<file path="config.mk">
export PLATFORM = sky130hd
export DESIGN_NAME = mw_writeback_flat
export DESIGN_NICKNAME = d
export VERILOG_FILES = /design/src/rtl/cpu_defs_pkg.sv /design/src/rtl/mw_writeback_if.sv /design/src/rtl/mw_writeback_load_ext.sv /design/src/rtl/mw_writeback.sv /design/src/flat_wrapper.sv
export SDC_FILE = /design/constraint.sdc
export NUM_CORES = 1
export LEC_CHECK = 0
export CAP_MARGIN = 20
export CORE_ASPECT_RATIO = 1.2
export CORE_MARGIN = 4
export CORE_UTILIZATION = 30
export DETAILED_ROUTE_END_ITERATION = 10
export PLACE_DENSITY = 0.7
export SLEW_MARGIN = 40
export SYNTH_ARGS = -nofsm -noshare
export SYNTH_HDL_FRONTEND = slang
export SYNTH_SLANG_ARGS = --single-unit
</file>
<file path="constraint.sdc">
create_clock -name Clk -period 2.7 [get_ports Clk]
set_clock_uncertainty 0.05 [all_clocks]
set_input_delay 0.54 -clock Clk [delete_from_list [all_inputs] [get_ports Clk]]
set_output_delay 0.54 -clock Clk [all_outputs]
set_load 0.01 [all_outputs]
</file>
<file path="src/rtl/cpu_defs_pkg.sv">
//------------------------------------------------------------------------------
// cpu_defs_pkg : shared write-back select / load-type encodings for the core
// Revision     : 1.0
//------------------------------------------------------------------------------
`default_nettype none

package cpu_defs_pkg;

  typedef enum logic [1:0] {
    WB_ALU  = 2'd0,
    WB_MEM  = 2'd1,
    WB_LINK = 2'd2,
    WB_MDU  = 2'd3
  } wbsel_e;

  // Encodings 5-7 are not listed and behave as LD_W.
  typedef enum logic [2:0] {
    LD_W  = 3'd0,
    LD_B  = 3'd1,
    LD_BU = 3'd2,
    LD_H  = 3'd3,
    LD_HU = 3'd4
  } ldtype_e;

  localparam logic [31:0] LINK_OFFSET = 32'd8;

endpackage

`default_nettype wire

</file>
<file path="src/rtl/mw_writeback_if.sv">
//------------------------------------------------------------------------------
// mw_writeback_if : M-stage inputs and W-stage register-file/forwarding outputs
// Revision        : 1.0
//------------------------------------------------------------------------------
`default_nettype none

interface mw_writeback_if;

  logic        Flush;
  logic        Valid_M;
  logic [31:0] PC_M;
  logic [4:0]  A3_M;
  logic [1:0]  WBSel_M;
  logic [2:0]  LoadType_M;
  logic [31:0] ALUOut_M;
  logic [31:0] MDUOut_M;
  logic [31:0] MemRD_M;

  logic [4:0]  A3_W;
  logic [31:0] WD_W;
  logic [31:0] WPC_W;
  logic [4:0]  FwdA3_W;
  logic [31:0] FwdData_W;

  modport master (
    output Flush, Valid_M, PC_M, A3_M, WBSel_M, LoadType_M,
           ALUOut_M, MDUOut_M, MemRD_M,
    input  A3_W, WD_W, WPC_W, FwdA3_W, FwdData_W
  );

  modport slave (
    input  Flush, Valid_M, PC_M, A3_M, WBSel_M, LoadType_M,
           ALUOut_M, MDUOut_M, MemRD_M,
    output A3_W, WD_W, WPC_W, FwdA3_W, FwdData_W
  );

endinterface

`default_nettype wire

</file>
<file path="src/rtl/mw_writeback_load_ext.sv">
//------------------------------------------------------------------------------
// load_ext : combinational byte/half select and sign/zero extension of a load
// Revision : 1.0
//------------------------------------------------------------------------------
`default_nettype none

module load_ext
  import cpu_defs_pkg::*;
(
  input  logic [31:0] mem_rd,
  input  logic [1:0]  off,
  input  logic [2:0]  load_type,
  output logic [31:0] data
);

  logic [7:0]  byte_sel;
  logic [15:0] half_sel;

  always_comb begin
    byte_sel = mem_rd[7:0];
    case (off)
      2'd0:    byte_sel = mem_rd[7:0];
      2'd1:    byte_sel = mem_rd[15:8];
      2'd2:    byte_sel = mem_rd[23:16];
      default: byte_sel = mem_rd[31:24];
    endcase
    // Halfword loads are aligned upstream, so only off[1] picks the half.
    half_sel = off[1] ? mem_rd[31:16] : mem_rd[15:0];
  end

  always_comb begin
    data = mem_rd;
    case (load_type)
      LD_B:    data = {{24{byte_sel[7]}}, byte_sel};
      LD_BU:   data = {24'd0, byte_sel};
      LD_H:    data = {{16{half_sel[15]}}, half_sel};
      LD_HU:   data = {16'd0, half_sel};
      default: data = mem_rd;
    endcase
  end

endmodule

`default_nettype wire

</file>
<file path="src/rtl/mw_writeback.sv">
//------------------------------------------------------------------------------
// mw_writeback : M/W pipeline register, write-back select and load extension.
//                Byte/half extension enabled by macro WB_LOAD_EXT_EN.
// Revision     : 1.0
//------------------------------------------------------------------------------
`default_nettype none

module mw_writeback
  import cpu_defs_pkg::*;
(
  input  logic           Clk,
  input  logic           Reset,
  mw_writeback_if.slave  wb
);

  logic [31:0] pc_d,      pc_q;
  logic [4:0]  a3_d,      a3_q;
  logic [1:0]  wbsel_d,   wbsel_q;
  logic [31:0] alu_out_d, alu_out_q;
  logic [31:0] mdu_out_d, mdu_out_q;
  logic [31:0] mem_rd_d,  mem_rd_q;

  logic [31:0] load_data;
  logic [31:0] wd_w;

  // Killed or flushed slots become bubbles by zeroing only the destination.
  always_comb begin
    pc_d      = wb.PC_M;
    a3_d      = (wb.Valid_M && !wb.Flush) ? wb.A3_M : 5'd0;
    wbsel_d   = wb.WBSel_M;
    alu_out_d = wb.ALUOut_M;
    mdu_out_d = wb.MDUOut_M;
    mem_rd_d  = wb.MemRD_M;
  end

  always_ff @(posedge Clk) begin
    if (Reset) begin
      pc_q      <= '0;
      a3_q      <= '0;
      wbsel_q   <= '0;
      alu_out_q <= '0;
      mdu_out_q <= '0;
      mem_rd_q  <= '0;
    end else begin
      pc_q      <= pc_d;
      a3_q      <= a3_d;
      wbsel_q   <= wbsel_d;
      alu_out_q <= alu_out_d;
      mdu_out_q <= mdu_out_d;
      mem_rd_q  <= mem_rd_d;
    end
  end

`ifdef WB_LOAD_EXT_EN
  logic [2:0] load_type_d, load_type_q;

  always_comb begin
    load_type_d = wb.LoadType_M;
  end

  always_ff @(posedge Clk) begin
    if (Reset) begin
      load_type_q <= '0;
    end else begin
      load_type_q <= load_type_d;
    end
  end

  load_ext u_load_ext (
    .mem_rd    (mem_rd_q),
    .off       (alu_out_q[1:0]),
    .load_type (load_type_q),
    .data      (load_data)
  );
`else
  // lw-only core: memory word passes through untouched.
  assign load_data = mem_rd_q;
`endif

  always_comb begin
    wd_w = alu_out_q;
    case (wbsel_q)
      WB_ALU:  wd_w = alu_out_q;
      WB_MEM:  wd_w = load_data;
      WB_LINK: wd_w = pc_q + LINK_OFFSET;
      WB_MDU:  wd_w = mdu_out_q;
      default: wd_w = alu_out_q;
    endcase
  end

  assign wb.A3_W      = a3_q;
  assign wb.WD_W      = wd_w;
  assign wb.WPC_W     = pc_q;
  assign wb.FwdA3_W   = a3_q;
  assign wb.FwdData_W = wd_w;

endmodule

`default_nettype wire

</file>
<file path="src/flat_wrapper.sv">
// flat-port wrapper written by rule: the top's interface ports become plain ports
module mw_writeback_flat import cpu_defs_pkg::*;
  (Clk, Reset, wb_Flush, wb_Valid_M, wb_PC_M, wb_A3_M, wb_WBSel_M, wb_LoadType_M, wb_ALUOut_M, wb_MDUOut_M, wb_MemRD_M, wb_A3_W, wb_WD_W, wb_WPC_W, wb_FwdA3_W, wb_FwdData_W);
  mw_writeback_if wb_i ();
  input  logic Clk;
  input  logic Reset;
  input wire logic [$bits(wb_i.Flush)-1:0] wb_Flush;
  input wire logic [$bits(wb_i.Valid_M)-1:0] wb_Valid_M;
  input wire logic [$bits(wb_i.PC_M)-1:0] wb_PC_M;
  input wire logic [$bits(wb_i.A3_M)-1:0] wb_A3_M;
  input wire logic [$bits(wb_i.WBSel_M)-1:0] wb_WBSel_M;
  input wire logic [$bits(wb_i.LoadType_M)-1:0] wb_LoadType_M;
  input wire logic [$bits(wb_i.ALUOut_M)-1:0] wb_ALUOut_M;
  input wire logic [$bits(wb_i.MDUOut_M)-1:0] wb_MDUOut_M;
  input wire logic [$bits(wb_i.MemRD_M)-1:0] wb_MemRD_M;
  output wire logic [$bits(wb_i.A3_W)-1:0] wb_A3_W;
  output wire logic [$bits(wb_i.WD_W)-1:0] wb_WD_W;
  output wire logic [$bits(wb_i.WPC_W)-1:0] wb_WPC_W;
  output wire logic [$bits(wb_i.FwdA3_W)-1:0] wb_FwdA3_W;
  output wire logic [$bits(wb_i.FwdData_W)-1:0] wb_FwdData_W;
  assign wb_i.Flush = wb_Flush;
  assign wb_i.Valid_M = wb_Valid_M;
  assign wb_i.PC_M = wb_PC_M;
  assign wb_i.A3_M = wb_A3_M;
  assign wb_i.WBSel_M = wb_WBSel_M;
  assign wb_i.LoadType_M = wb_LoadType_M;
  assign wb_i.ALUOut_M = wb_ALUOut_M;
  assign wb_i.MDUOut_M = wb_MDUOut_M;
  assign wb_i.MemRD_M = wb_MemRD_M;
  assign wb_A3_W = wb_i.A3_W;
  assign wb_WD_W = wb_i.WD_W;
  assign wb_WPC_W = wb_i.WPC_W;
  assign wb_FwdA3_W = wb_i.FwdA3_W;
  assign wb_FwdData_W = wb_i.FwdData_W;
  mw_writeback u_core (.Clk(Clk), .Reset(Reset), .wb(wb_i));
endmodule
</file>
* Yosys cells after proc, flatten, opt, wreduce, memory -nomap -nowiden
Index checks and enable logic that the tools add are counted.
** Word-level totals
- Bits in registers :: 135
- Latch bits :: 0
- Bits in writable memories :: 0
- Bits in read-only memories :: 0
- Logic and storage cells :: 16
- Memories :: 0
** Operators by class
- $add $sub $neg :: 1
- $mul :: 0
- Divide/modulo/power cells :: 0
- Order comparisons :: 0
- Equal/unequal tests :: 3
- Shifts and indexed selects :: 0
- Muxes and demuxes :: 1
- Bitwise logic cells :: 1
- Reductions and logical operators :: 4
** Operators with widths (count)
- $pmux 32 s4 :: 1
- $add 32x4->32 const B :: 1
- $eq 2x2->1 const B :: 2
- $eq 2x1->1 const B :: 1
- $logic_not 2->1 :: 1
- $reduce_or 2->1 :: 1
- $logic_and 1x1->1 :: 1
- $logic_not 1->1 :: 1
- $not 1->1 :: 1

* Depth between registers and ports, before layout
- Depth in word-level cells :: 4
- Gate-level depth with buffers :: 8
- Depth with buffers taken out :: 6

* Least setup slack after synthesis
No wires, ideal clock.
- Kind :: register to output
- Start :: register u_core.pc_q[3], in the netlist u_core.wb.WPC_W[3]
- End :: output wb_WD_W[15]
- Data arrival time :: 2.206 ns
- Required time :: 2.110 ns
- Setup slack :: -0.096 ns
- Stages on the path, launching flop included :: 8
- Path buffers :: 1
- Cells stage by stage :: dfxtp_1 > ha_1 > nand2_1 > or3_2 > nor3_1 > xor2_1 > mux4_1 > buf_4
** On the way
- Longest elaborated chain between the ends :: 2
** Ends and longest elaborated chain
- start, declared :: line mw_writeback.sv:16 : logic [31:0] pc_d, pc_q;
- start signal, assigned :: line mw_writeback.sv:45 : pc_q <= pc_d;
- $add 32x4->32 :: line mw_writeback.sv:85 : WB_LINK: wd_w = pc_q + LINK_OFFSET;
- $pmux 32 s4 :: line mw_writeback.sv:82 : case (wbsel_q)
- end, declared :: line flat_wrapper.sv:17 : output wire logic [$bits(wb_i.WD_W)-1:0] wb_WD_W;
Every way passes these cells.

* Final worst setup path
- Start :: register u_core.pc_q[4], in the netlist u_core.wb.WPC_W[4]
- End :: output wb_FwdData_W[11]
** On the way
- Longest elaborated chain between the ends :: 2
** Ends and longest elaborated chain
- $add 32x4->32 :: line mw_writeback.sv:85
- $pmux 32 s4 :: line mw_writeback.sv:82
- end, declared :: line flat_wrapper.sv:20 : output wire logic [$bits(wb_i.FwdData_W)-1:0] wb_FwdData_W;
Every way passes these cells.

==> flow_metrics.env <==
export IMPL_first_global_vias=4704
export IMPL_yosys_warnings=0
export IMPL_failed_checks="setup timing"
export IMPL_max_freq_mhz=332
export IMPL_fp_dieW_um=129
export IMPL_cp_slowest_cell="mux4_2"
export IMPL_place_gp_congestion=0.766
export IMPL_drt_met1_wl_um=5620
export IMPL_area_growth_pct=66.7
export IMPL_dr_wl_met2_um=8270
export IMPL_coreArea_um2=17000
export IMPL_crit_chain="ha_4 > nand2_4 > buf_4 > or3_4 > buf_6 > xnor2_2 > mux4_2 > buf_6"
export IMPL_critical_path_class="register to output pin"
export IMPL_grt_first_pass_wirelength_um=24300
export IMPL_hold_violations=0
export IMPL_synth_seq_area_share_pct=51.3
export IMPL_max_cap_violations=0
export IMPL_min_from="Reset"
export IMPL_critPathRequiredTime_ns=2.11
export IMPL_drive_gt1_share_pct=26.3
export IMPL_start_util_pct=30.9
export IMPL_cp_arrival_ns=2.42
export IMPL_htree_num_levels=4
export IMPL_cts_clk_slew_worst_paths_ns=0.06
export IMPL_post_place_ws_ns=-0.253
export IMPL_antenna_found_initial=0
export IMPL_slowest_delay_ns=0.51
export IMPL_synth_edff_count=0
export IMPL_multi_input_area_um2=2330
export IMPL_drt_antenna_violating_nets=0
export IMPL_vias_per_cell=4.41
export IMPL_syn_inst=468
export IMPL_dpl_instance_area_um2=7980
export IMPL_worstMarginPinSlew_ns=0.508
export IMPL_antenna_cells=0
export IMPL_root_buffer="clkbuf_16"
export IMPL_crit_buf_inv=3
export IMPL_rsz0062_at_grt="true"
export IMPL_holdCritPathClass="input port to register"
export IMPL_leakage_nw=3.50
export IMPL_final_cell_area_um2=8790
export IMPL_max_vdd_ir_drop_v=0.000400
export IMPL_ys_ff_latch=135
export IMPL_syn_area_um2=5270
export IMPL_end_kind="output pin"
export IMPL_firstDrtPassIters=4
export IMPL_fin_nets=865
export IMPL_wl_met3_um=1010
export IMPL_p_per_area_nw_per_um2=609
export IMPL_vias=4193
export IMPL_cts_tree="built"
export IMPL_holdPathStages=2
export IMPL_finalSetupViolCount=40
export IMPL_synth_nets=611
export IMPL_dp_hpwl_um=11600
export IMPL_cts_sinks=135
export IMPL_grt_overflow_total=0
export IMPL_synth_distinct_cells=38
export IMPL_report_final_slew_viol_count=0
export IMPL_fin_crit_ns=3.01
export IMPL_cts_buffers=17
export IMPL_cp_common_cell="buf_6"
export IMPL_outcome="finished, violations left"
export IMPL_clk_path_buf_depth=2
export IMPL_grt_max_degree=60
export IMPL_max_slew_margin_pct=66.2
export IMPL_routed_wirelength_um=15200
export IMPL_hold_path_end="u_core.mdu_out_q[29]$_SDFF_PP0_"
export IMPL_register_area_um2=2720
export IMPL_fin_crit_sh_pct=111
export IMPL_synthFlopType="dfxtp_1"
export IMPL_wl_per_cell_um=16.0
export IMPL_syn_avg_cell_area_um2=11.3
export IMPL_setup_ws_ns=-0.310
export IMPL_drc=0
export IMPL_portBuffers=244
export IMPL_cp_start_kind="register"
export IMPL_fp_dieArea_um2=19800
export IMPL_globalRouteTotalUtil_pct=15.9
export IMPL_fillers=1481
export IMPL_io_pins=248
export IMPL_rows=52
export IMPL_critPathMaxFanout=3
export IMPL_topRoutingLayerUsed="met4"
export IMPL_cp_top_family="multiplexers"
export IMPL_dr_first_iter_drc_count=100
export IMPL_ys_async_sr_fraction_pct=0
export IMPL_die_y_um=153
## cell usage in the layout (no fill, tap or decap), drive strengths merged, types with 7 or more instances in the layout
cell type      synthesis  layout
clkdlybuf4s50          0     187
buf                   40      84
xnor2                 19      19
clkdlybuf4s15          0      12
mux4                  28      28
clkbuf                20      21
and2                   8       8
nand3                 13      13
dlygate4sd2            0       8
dfxtp                135     135
inv                    5      12
nand2                 16      16
nand4                 13      13
nor2b                130     130
nor2                   7       7
## where the power goes
group          internal, mW  switching, mW  total, mW  leakage, nW
registers              2.10         0.0428       2.14         1.13
clock network          1.47          0.927       2.40        0.294
logic                 0.510          0.297      0.808         2.08
total                  4.08           1.27       5.35         3.50
## registers in the layout (all words and copies together), names as in the netlist
signal	count
u_core.mdu_out_q	32
u_core.wb.A3_W	5
u_core.wb.WPC_W	32
u_core.wbsel_q	2
u_core.load_data	32
u_core.alu_out_q	32
## layer usage
metal	global-route usage, %	vias up
met3	4.92	28
met4	5.90	0
met1	16.7	1978
met5	0	-
met2	29.1	160
li1	-	2027
## worst max path at each step
| stage | startpoint | endpoint | slack, ns | depth (start not counted) |
|---|---|---|---|---|
| global placement | u_core.wb.WPC_W[3]$_SDFF_PP0_ | wb_WD_W[15] | -0.24 | 7 |
| finish | u_core.wb.WPC_W[4]$_SDFF_PP0_ | wb_FwdData_W[11] | -0.31 | 8 |
| detailed placement | u_core.wb.WPC_W[4]$_SDFF_PP0_ | wb_FwdData_W[15] | -0.25 | 7 |
| global route | u_core.wb.WPC_W[4]$_SDFF_PP0_ | wb_WD_W[21] | -0.43 | 8 |
| CTS | u_core.wb.WPC_W[3]$_SDFF_PP0_ | wb_FwdData_W[27] | -0.33 | 8 |
| floorplan | u_core.wb.WPC_W[5]$_SDFF_PP0_ | wb_WD_W[15] | 0.03 | 6 |
## Yosys cell counts (all sizes together) (3+ instances only)
library cell | number | area share (%)
and2 | 8 | 0.95
and3 | 3 | 0.38
buf | 40 | 5.5
clkbuf | 20 | 1.4
dfxtp | 135 | 51
inv | 5 | 0.36
mux4 | 28 | 12
nand2 | 16 | 1.1
nand3 | 13 | 1.3
nand4 | 13 | 1.8
nor2 | 7 | 0.55
nor2b | 130 | 15
o21ai | 5 | 0.47
o21bai | 4 | 0.57
xnor2 | 19 | 3.2
xor2 | 5 | 0.83
## what timing repair did
action,in CTS,in global routing
hold buffers,0,0
gates cloned,0,0
pin swaps,8,3
endpoints found under the setup margin,56,52
buffers inserted,8,1
resized for setup,222,18
## area by class of cell
class	instances	area share [%]
clock buffers	17	4.84
repair buffers	295	32.2
multi-input cells	268	26.5
flip-flops and latches	135	31.0
well taps	216	3.08
clock inverters	15	2.16
inverters	5	0.242
## kinds of logic (layout without fill, tap and decap cells)
logic type | after synthesis | in the layout | share of synthesized area [%]
adders and majority gates | 1 | 1 | 0.237
DFF | 135 | 135 | 51.3
and+or+nand+nor | 199 | 199 | 23.0
buffers and inverters | 65 | 332 | 7.31
xor gates and xnor gates | 24 | 24 | 3.99
AOI/OAI and AO/OA | 14 | 14 | 1.80
muxes | 30 | 30 | 12.4
## per-stage QoR
step	std cells	power, mW	util (%)	TNS, ns	hold WS, ns
after floorplan	468	2.54	-	0	0.612
after global placement	910	3.00	46.8	-4.49	0.841
after detailed placement	910	3.01	46.8	-5.19	0.840
after CTS	950	5.41	51.2	-8.70	0.392
after global routing	951	5.57	51.6	-13.35	0.413
final	951	5.35	51.6	-8.02	0.412
Power figures use the tool's default switching activity.
